`src/rtl/gpio_filter_pkg.sv`:
```
// Shared limits and helpers for the GPIO deglitch filter bank.
package gpio_filter_pkg;

  localparam int MAX_DEPTH = 255;
  localparam int MAX_SYNC  = 3;

  // Run-length counter width able to hold 0..depth.
  function automatic int cnt_width(input int depth);
    return (depth < 1) ? 1 : $clog2(depth + 1);
  endfunction

endpackage

```
`src/rtl/gpio_filter_chan.sv`:
```
// One deglitch channel: optional sync chain, run-length qualifier,
// filtered level, registered edge pulses and sticky glitch flag.
module gpio_filter_chan
  import gpio_filter_pkg::*;
#(
  parameter int   DEPTH       = 2,
  parameter int   SYNC_STAGES = 2,
  parameter logic RST_BIT     = 1'b1
) (
  input  logic clk,
  input  logic reset,
  input  logic ena,
  input  logic din,
  input  logic glitch_clr,
  output logic dout,
  output logic pos_edge,
  output logic neg_edge,
  output logic glitch,
  output logic edge_src
);

  localparam int                CNT_W    = cnt_width(DEPTH);
  localparam logic [CNT_W-1:0] CNT_LAST = CNT_W'(DEPTH - 1);

  logic             s;
  logic [CNT_W-1:0] cnt;
  logic             differ;
  logic             at_last;
  logic             take;
  logic             abort;

  generate
    if (SYNC_STAGES == 0) begin : g_nosync
      assign s = din;
    end else begin : g_sync
      logic [SYNC_STAGES-1:0] sync_q;
      // Synchroniser chain, free-running on every clk regardless of ena.
      always_ff @(posedge clk or posedge reset) begin
        if (reset) begin
          sync_q <= {SYNC_STAGES{RST_BIT}};
        end else begin
          sync_q[0] <= din;
          for (int k = 1; k < SYNC_STAGES; k++) sync_q[k] <= sync_q[k-1];
        end
      end
      assign s = sync_q[SYNC_STAGES-1];
    end
  endgenerate

  // Qualifier decode: commit on the DEPTH-th differing sample, abort when
  // a partial run is interrupted by an agreeing sample.
  always_comb begin
    differ  = s ^ dout;
    at_last = (cnt == CNT_LAST);
    take    = ena & differ & at_last;
    abort   = ena & ~differ & (cnt != '0);
  end

  assign edge_src = take;

  // Run-length counter and filtered level; both hold while ena is low.
  always_ff @(posedge clk or posedge reset) begin
    if (reset) begin
      cnt  <= '0;
      dout <= RST_BIT;
    end else if (ena) begin
      if (!differ) begin
        cnt <= '0;
      end else if (at_last) begin
        dout <= s;
        cnt  <= '0;
      end else begin
        cnt <= cnt + CNT_W'(1);
      end
    end
  end

  // Single-cycle edge pulses aligned with the dout change; sticky glitch
  // flag where a new abort beats a coincident clear.
  always_ff @(posedge clk or posedge reset) begin
    if (reset) begin
      pos_edge <= 1'b0;
      neg_edge <= 1'b0;
      glitch   <= 1'b0;
    end else begin
      pos_edge <= take & s;
      neg_edge <= take & ~s;
      glitch   <= abort | (glitch & ~glitch_clr);
    end
  end

endmodule

```
`src/rtl/gpio_filter_bank.sv`:
```
// Bank of independent GPIO deglitch channels plus a shared any_edge strobe.
module gpio_filter_bank
  import gpio_filter_pkg::*;
#(
  parameter int               WIDTH       = 8,
  parameter int               DEPTH       = 2,
  parameter int               SYNC_STAGES = 2,
  parameter logic [WIDTH-1:0] RST_LEVEL   = {WIDTH{1'b1}}
) (
  input  logic             clk,
  input  logic             reset,
  input  logic             ena,
  input  logic [WIDTH-1:0] din,
  input  logic [WIDTH-1:0] glitch_clr,
  output logic [WIDTH-1:0] dout,
  output logic [WIDTH-1:0] pos_edge,
  output logic [WIDTH-1:0] neg_edge,
  output logic [WIDTH-1:0] glitch,
  output logic             any_edge
);

  logic [WIDTH-1:0] edge_src;

  generate
    if (DEPTH < 1 || DEPTH > MAX_DEPTH) begin : g_bad_depth
      $error("gpio_filter_bank: DEPTH out of range 1..255");
    end
    if (SYNC_STAGES < 0 || SYNC_STAGES > MAX_SYNC) begin : g_bad_sync
      $error("gpio_filter_bank: SYNC_STAGES out of range 0..3");
    end

    for (genvar i = 0; i < WIDTH; i++) begin : g_chan
      gpio_filter_chan #(
        .DEPTH       (DEPTH),
        .SYNC_STAGES (SYNC_STAGES),
        .RST_BIT     (RST_LEVEL[i])
      ) u_chan (
        .clk        (clk),
        .reset      (reset),
        .ena        (ena),
        .din        (din[i]),
        .glitch_clr (glitch_clr[i]),
        .dout       (dout[i]),
        .pos_edge   (pos_edge[i]),
        .neg_edge   (neg_edge[i]),
        .glitch     (glitch[i]),
        .edge_src   (edge_src[i])
      );
    end
  endgenerate

  // any_edge is registered from the pre-register edge sources so it lines
  // up with the per-channel pulses instead of trailing them by a cycle.
  always_ff @(posedge clk or posedge reset) begin
    if (reset) any_edge <= 1'b0;
    else       any_edge <= |edge_src;
  end

endmodule

```
`config.mk`:
```
export PLATFORM = sky130hd
export DESIGN_NAME = gpio_filter_bank
export DESIGN_NICKNAME = d
export VERILOG_FILES = /design/src/rtl/gpio_filter_pkg.sv /design/src/rtl/gpio_filter_chan.sv /design/src/rtl/gpio_filter_bank.sv
export SDC_FILE = /design/constraint.sdc
export NUM_CORES = 1
export LEC_CHECK = 0
export CORE_MARGIN = 1
export CORE_UTILIZATION = 45
export DETAILED_ROUTE_END_ITERATION = 10
export GPL_ROUTABILITY_DRIVEN = 0
export GPL_TIMING_DRIVEN = 0
export HOLD_SLACK_MARGIN = 0.03
export PLACE_DENSITY = 0.71
export SYNTH_ARGS = -nofsm -noshare
export SYNTH_HDL_FRONTEND = slang
export SYNTH_SLANG_ARGS = --single-unit
```
`constraint.sdc`:
```
create_clock -name clk -period 6.9 [get_ports clk]
set_input_delay 2.07 -clock clk [delete_from_list [all_inputs] [get_ports clk]]
set_output_delay 2.07 -clock clk [all_outputs]
set_load 0.02 [all_outputs]
```
Yosys cells after proc, flatten, opt, wreduce, memory -nomap -nowiden --
Cells that the tools add are included.
Cells by class: bitwise gates (word level) 96, reduce and logical (&&, ||, !) cells 17, $add $sub $neg 8, divide/modulo/power cells 0, multiplexer cells 16, $mul 0, shifts and indexed selects 0, eq/ne operators 8, order comparisons 0
Operators by type and width (count):
- AND 1 bit | 56
- 2-to-1 mux 2 bit | 16
- inverter 1 bit | 24
- AND reduction 3 bit | 8
- adder 2 x 1 -> 2 bit, second input constant | 8
- == test 2 x 1 -> 1 bit, second input constant | 8
- nonzero test 2 bit | 8
- bitwise OR 1 bit | 8
- OR reduction 8 bit | 1
- bitwise XOR 1 bit | 8
Word-level totals: input port bits 19, register bits after elaboration 65, bits in latches 0, output and inout port bits 33, memories 0, RAM bits 0, memory bits (read-only) 0

Longest topological paths before layout --
depth in word-level cells 5, depth in mapped cells 4, gate-level depth less buffers 3

Cells and area by module --
A second synthesis with hierarchy kept.
Unflattened totals: cell total of the unflattened synthesis 197, area total of the unflattened synthesis 2637.5 µm²
Modules (own cells, without submodules):
- gpio_filter_chan | area an instance 324.1 µm², times used 8, cells an instance 24, sequential area each 203.9 µm²
- gpio_filter_bank | area an instance 45.0 µm², times used 1, cells an instance 5, sequential area each 25.0 µm²

Least setup slack after synthesis --
Ideal clock, no wire load.
kind register -> output, from register g_chan[1].u_chan.dout, to output dout[1], required time 4830 ps, arrival time 674 ps, path slack 4156 ps, path buffers 1, stages on the path, launching flop included 2, path through dfstp_2 buf_4
RTL lines:
- start: declaration | line gpio_filter_chan.sv:15 | output logic dout,
- start signal: assignment | line gpio_filter_chan.sv:70 | dout <= s;
- end: declaration | line gpio_filter_bank.sv:15 | output logic [WIDTH-1:0] dout,
No word-level cell between the ends.

Worst setup path in the final report --
from register g_chan[4].u_chan.dout, to output dout[4]
RTL lines (line):
- start: declaration | gpio_filter_chan.sv:15
- start signal: assignment | gpio_filter_chan.sv:70
No word-level cell between the ends.

==> metrics.md <==
| Metric | Value |
|---|---|
| Fill count | 456 |
| Worst hold path class | reg -> reg |
| Global-route wire length before repair | 7.41 mm |
| CP arrival | 1.60 ns |
| Syn Area/Cell | 12.2 µm² |
| IO Pins | 52 |
| #FFs+latches synth | 65 |
| Most frequent cells in the layout | clkdlybuf4s50_1, dfrtp_1, buf_4, dfstp_2 |
| Worst slew pin tran | 0.663 ns |
| CTS tree | built |
| # rows | 27 |
| Post-synthesis cell area | 2670 µm² |
| GRT overflow | 0 |
| Die Ht | 79.0 µm |
| Initial antenna violation count | 0 |
| Post-CTS setup buffers | 0 |
| Initial drt markers | 99 |
| Critical Path Sink Type | output pin |
| Vias in the first global route | 1625 |
| Via density | 4.77 |
| Reg2reg setup slack | 5.59 ns |
| Net Sw Frac | 32.2% |
| Nets | 300 |
| R2R cell count | 3 |
| Fin. Hold Viols | 0 |
| Switch Pwr | 0.422 mW |
| DP Wirelength | 2.98 mm |
| Max Cap Violations | 0 |
| Critical-path maximum fanout | 5 |
| Unrepaired setup endpoints after global routing | false |
| Later-pin clock latency in the skew report | 0.33 ns |
| Yosys warns | 0 |
| Post-cts sizing count | 0 |
| Hold Path Origin | g_chan[4].u_chan.g_sync.sync_q[0] |
| DIE WIDTH | 79.0 µm |
| Rel. slew slack | 55.7% |
| Routed via count | 1707 |
| CTS sink count | 65 |
| GRT Resource Usage Total | 15.8% |
| P_int | 0.890 mW |
| TritonCTS buffer count | 9 |
| Reg power frac | 42.0% |
| Crit path kind | reg -> out |
| Antenna diode count | 0 |
| Req. time, crit path | 4.83 ns |
| Hold Path Stages | 0 |
| Worst VDD drop | 172 µV |
| Die area | 6240 µm² |
| Status | finished clean |
| Crit Reg-Reg Startpoint | g_chan[0].u_chan.dout |
| Area delta synth->final | 30.1% |
| Final cell count without fillers | 358 |
| PwrDens | 378 nW/µm² |
| Fin Hold WS | 0.353 ns |
| Net Count, Synth | 237 |
| Largest net degree at the start of global routing | 35 |
| Routed WL | 4.34 mm |
| Pre-antenna DRT Iters | 4 |
| Clk slew on worst S/H paths | 0.07 ns |
| CTS root buffer | clkbuf_8 |
| Number of port buffers | 51 |
| Pwr Total | 1.31 mW |
| Commonest non-fill, non-tap cell in the layout | clkdlybuf4s50_1 |
| Post-cts hold buffer count | 0 |
| Hold endpoint | g_chan[4].u_chan.g_sync.sync_q[1] |
| Max Clk Rate | 273 MHz |
| Max Buffers Root-to-Sink | 2 |
| Mean routed wirelength per cell | 12.1 µm |
| Min Tclk post-route | 3.67 ns |
| CP startpoint kind | flop |
| Leak Pwr | 1.59 nW |
| Worst clock skew | 0.00610 ns |
| Synth unique cells | 26 |
| Cell count after synthesis | 218 |
| Final period util | 53.1% |
| Area after DPL | 3290 µm² |
| Register area share after synthesis | 62.1% |
| Setup violations, final | 0 |
| DP Cell Count | 342 |
| Count of final max-slew check failures | 0 |
| Drt drc | 0 |
| Share of cells above drive strength 1 | 29.7% |
| Final instance area | 3470 µm² |
| Combinational share of power | 36.3% |
| Final ANT Viol Nets | 0 |
| Setup total negative slack | 0 ns |
| Placeable Area | 5610 µm² |
| Starting Density | 47.5% |
| Worst R2R End | g_chan[0].u_chan.dout |
| H-tree depth | 3 |
| Power share of the clock group | 21.7% |
sequential cells by signal, indices dropped and copies added, names as in the netlist:
| signal | flops |
|---|---|
| g_chan.u_chan.neg_edge | 8 |
| any_edge | 1 |
| g_chan.u_chan.pos_edge | 8 |
| g_chan.u_chan.dout | 8 |
| g_chan.u_chan.glitch | 8 |
| g_chan.u_chan.g_sync.sync_q | 16 |
| g_chan.u_chan.cnt | 16 |
through the flow:
stage	setup WS, ns	utilization, %
after floorplan	3.24	-
after global placement	2.16	58.3
after CTS	3.21	61.8
after detailed placement	3.42	58.6
final	3.23	61.8
after global routing	3.18	61.8
cell usage after synthesis:
cell / number / area [µm²]
a21o_1: 2 / 15.0
nand3b_1: 2 / 15.0
and3b_1: 8 / 70.1
nor3b_1: 10 / 75.1
mux2_4: 3 / 45.0
dfstp_2: 24 / 631
dfrtp_1: 41 / 1030
clkbuf_1: 1 / 3.75
a21boi_0: 8 / 60.1
and3_1: 1 / 6.26
inv_1: 17 / 63.8
mux2_2: 3 / 33.8
o22ai_1: 8 / 50.1
o21ai_0: 16 / 80.1
nand2_2: 2 / 12.5
and2b_1: 1 / 7.51
xor2_1: 8 / 70.1
nor2b_1: 2 / 12.5
nand2_1: 11 / 41.3
buf_2: 1 / 5.00
nor2_1: 2 / 7.51
a22oi_1: 1 / 7.51
nand3_1: 8 / 40.0
buf_4: 34 / 255
nand4_1: 1 / 6.26
a32oi_1: 3 / 26.3
power by group through the flow:
stage	Sequential [mW]	Combinational, mW	Clock [mW]
4_1_cts	0.551	0.481	0.294
2_1_floorplan	0.544	0.323	0
3_3_place_gp	0.553	0.468	0
6_report	0.551	0.477	0.285
3_5_place_dp	0.556	0.479	0
5_1_grt	0.566	0.518	0.310
critical path, cell delays in order (launching register included):
cell and delay, ns:
dfstp_2 0.57, buf_4 0.11, clkdlybuf4s50_1 0.59
per-layer routing:
metal | part of all wire [%] | global-route usage (%) | up-vias
met2 | 48 | 24.6 | 38
li1 | - | - | 833
met4 | 1.6 | 9.27 | 0
met5 | 0 | 0 | -
met3 | 3.8 | 3.45 | 8
met1 | 46 | 20.3 | 828
worst max path at each step:
stage / to / depth (start not counted) / slack, ns / from
6_report: dout[4] / 2 / 3.23 / g_chan[4].u_chan.dout
5_1_grt: dout[1] / 2 / 3.18 / g_chan[1].u_chan.dout
3_3_place_gp: g_chan[2].u_chan.neg_edge / 2 / 2.16 / reset
4_1_cts: dout[5] / 2 / 3.21 / g_chan[5].u_chan.dout
2_1_floorplan: any_edge / 1 / 3.24 / reset
3_5_place_dp: any_edge / 5 / 3.42 / ena
kinds of logic (layout without fill, tap and decap cells):
logic type,Yosys count,count (layout),share of synthesized area (%)
muxes,6,6,2.96
DFF,65,65,62.1
and+or+nand+nor,48,48,11.0
buffers and inverters,53,121,12.3
xor gates and xnor gates,8,8,2.63
AOI/OAI and AO/OA,38,38,8.96
cell type report:
cell class / count / area, µm² / share of cell area [%]
buffer: 36 / 264 / 7.61
clock buffer: 11 / 151 / 4.37
clock inverter: 5 / 30.0 / 0.866
inverter: 17 / 63.8 / 1.84
multi-input combinational: 100 / 682 / 19.7
sequential: 65 / 1660 / 47.8
tap: 72 / 90.1 / 2.60
timing repair buffer: 52 / 531 / 15.3
(Power assumes the default switching activity.)
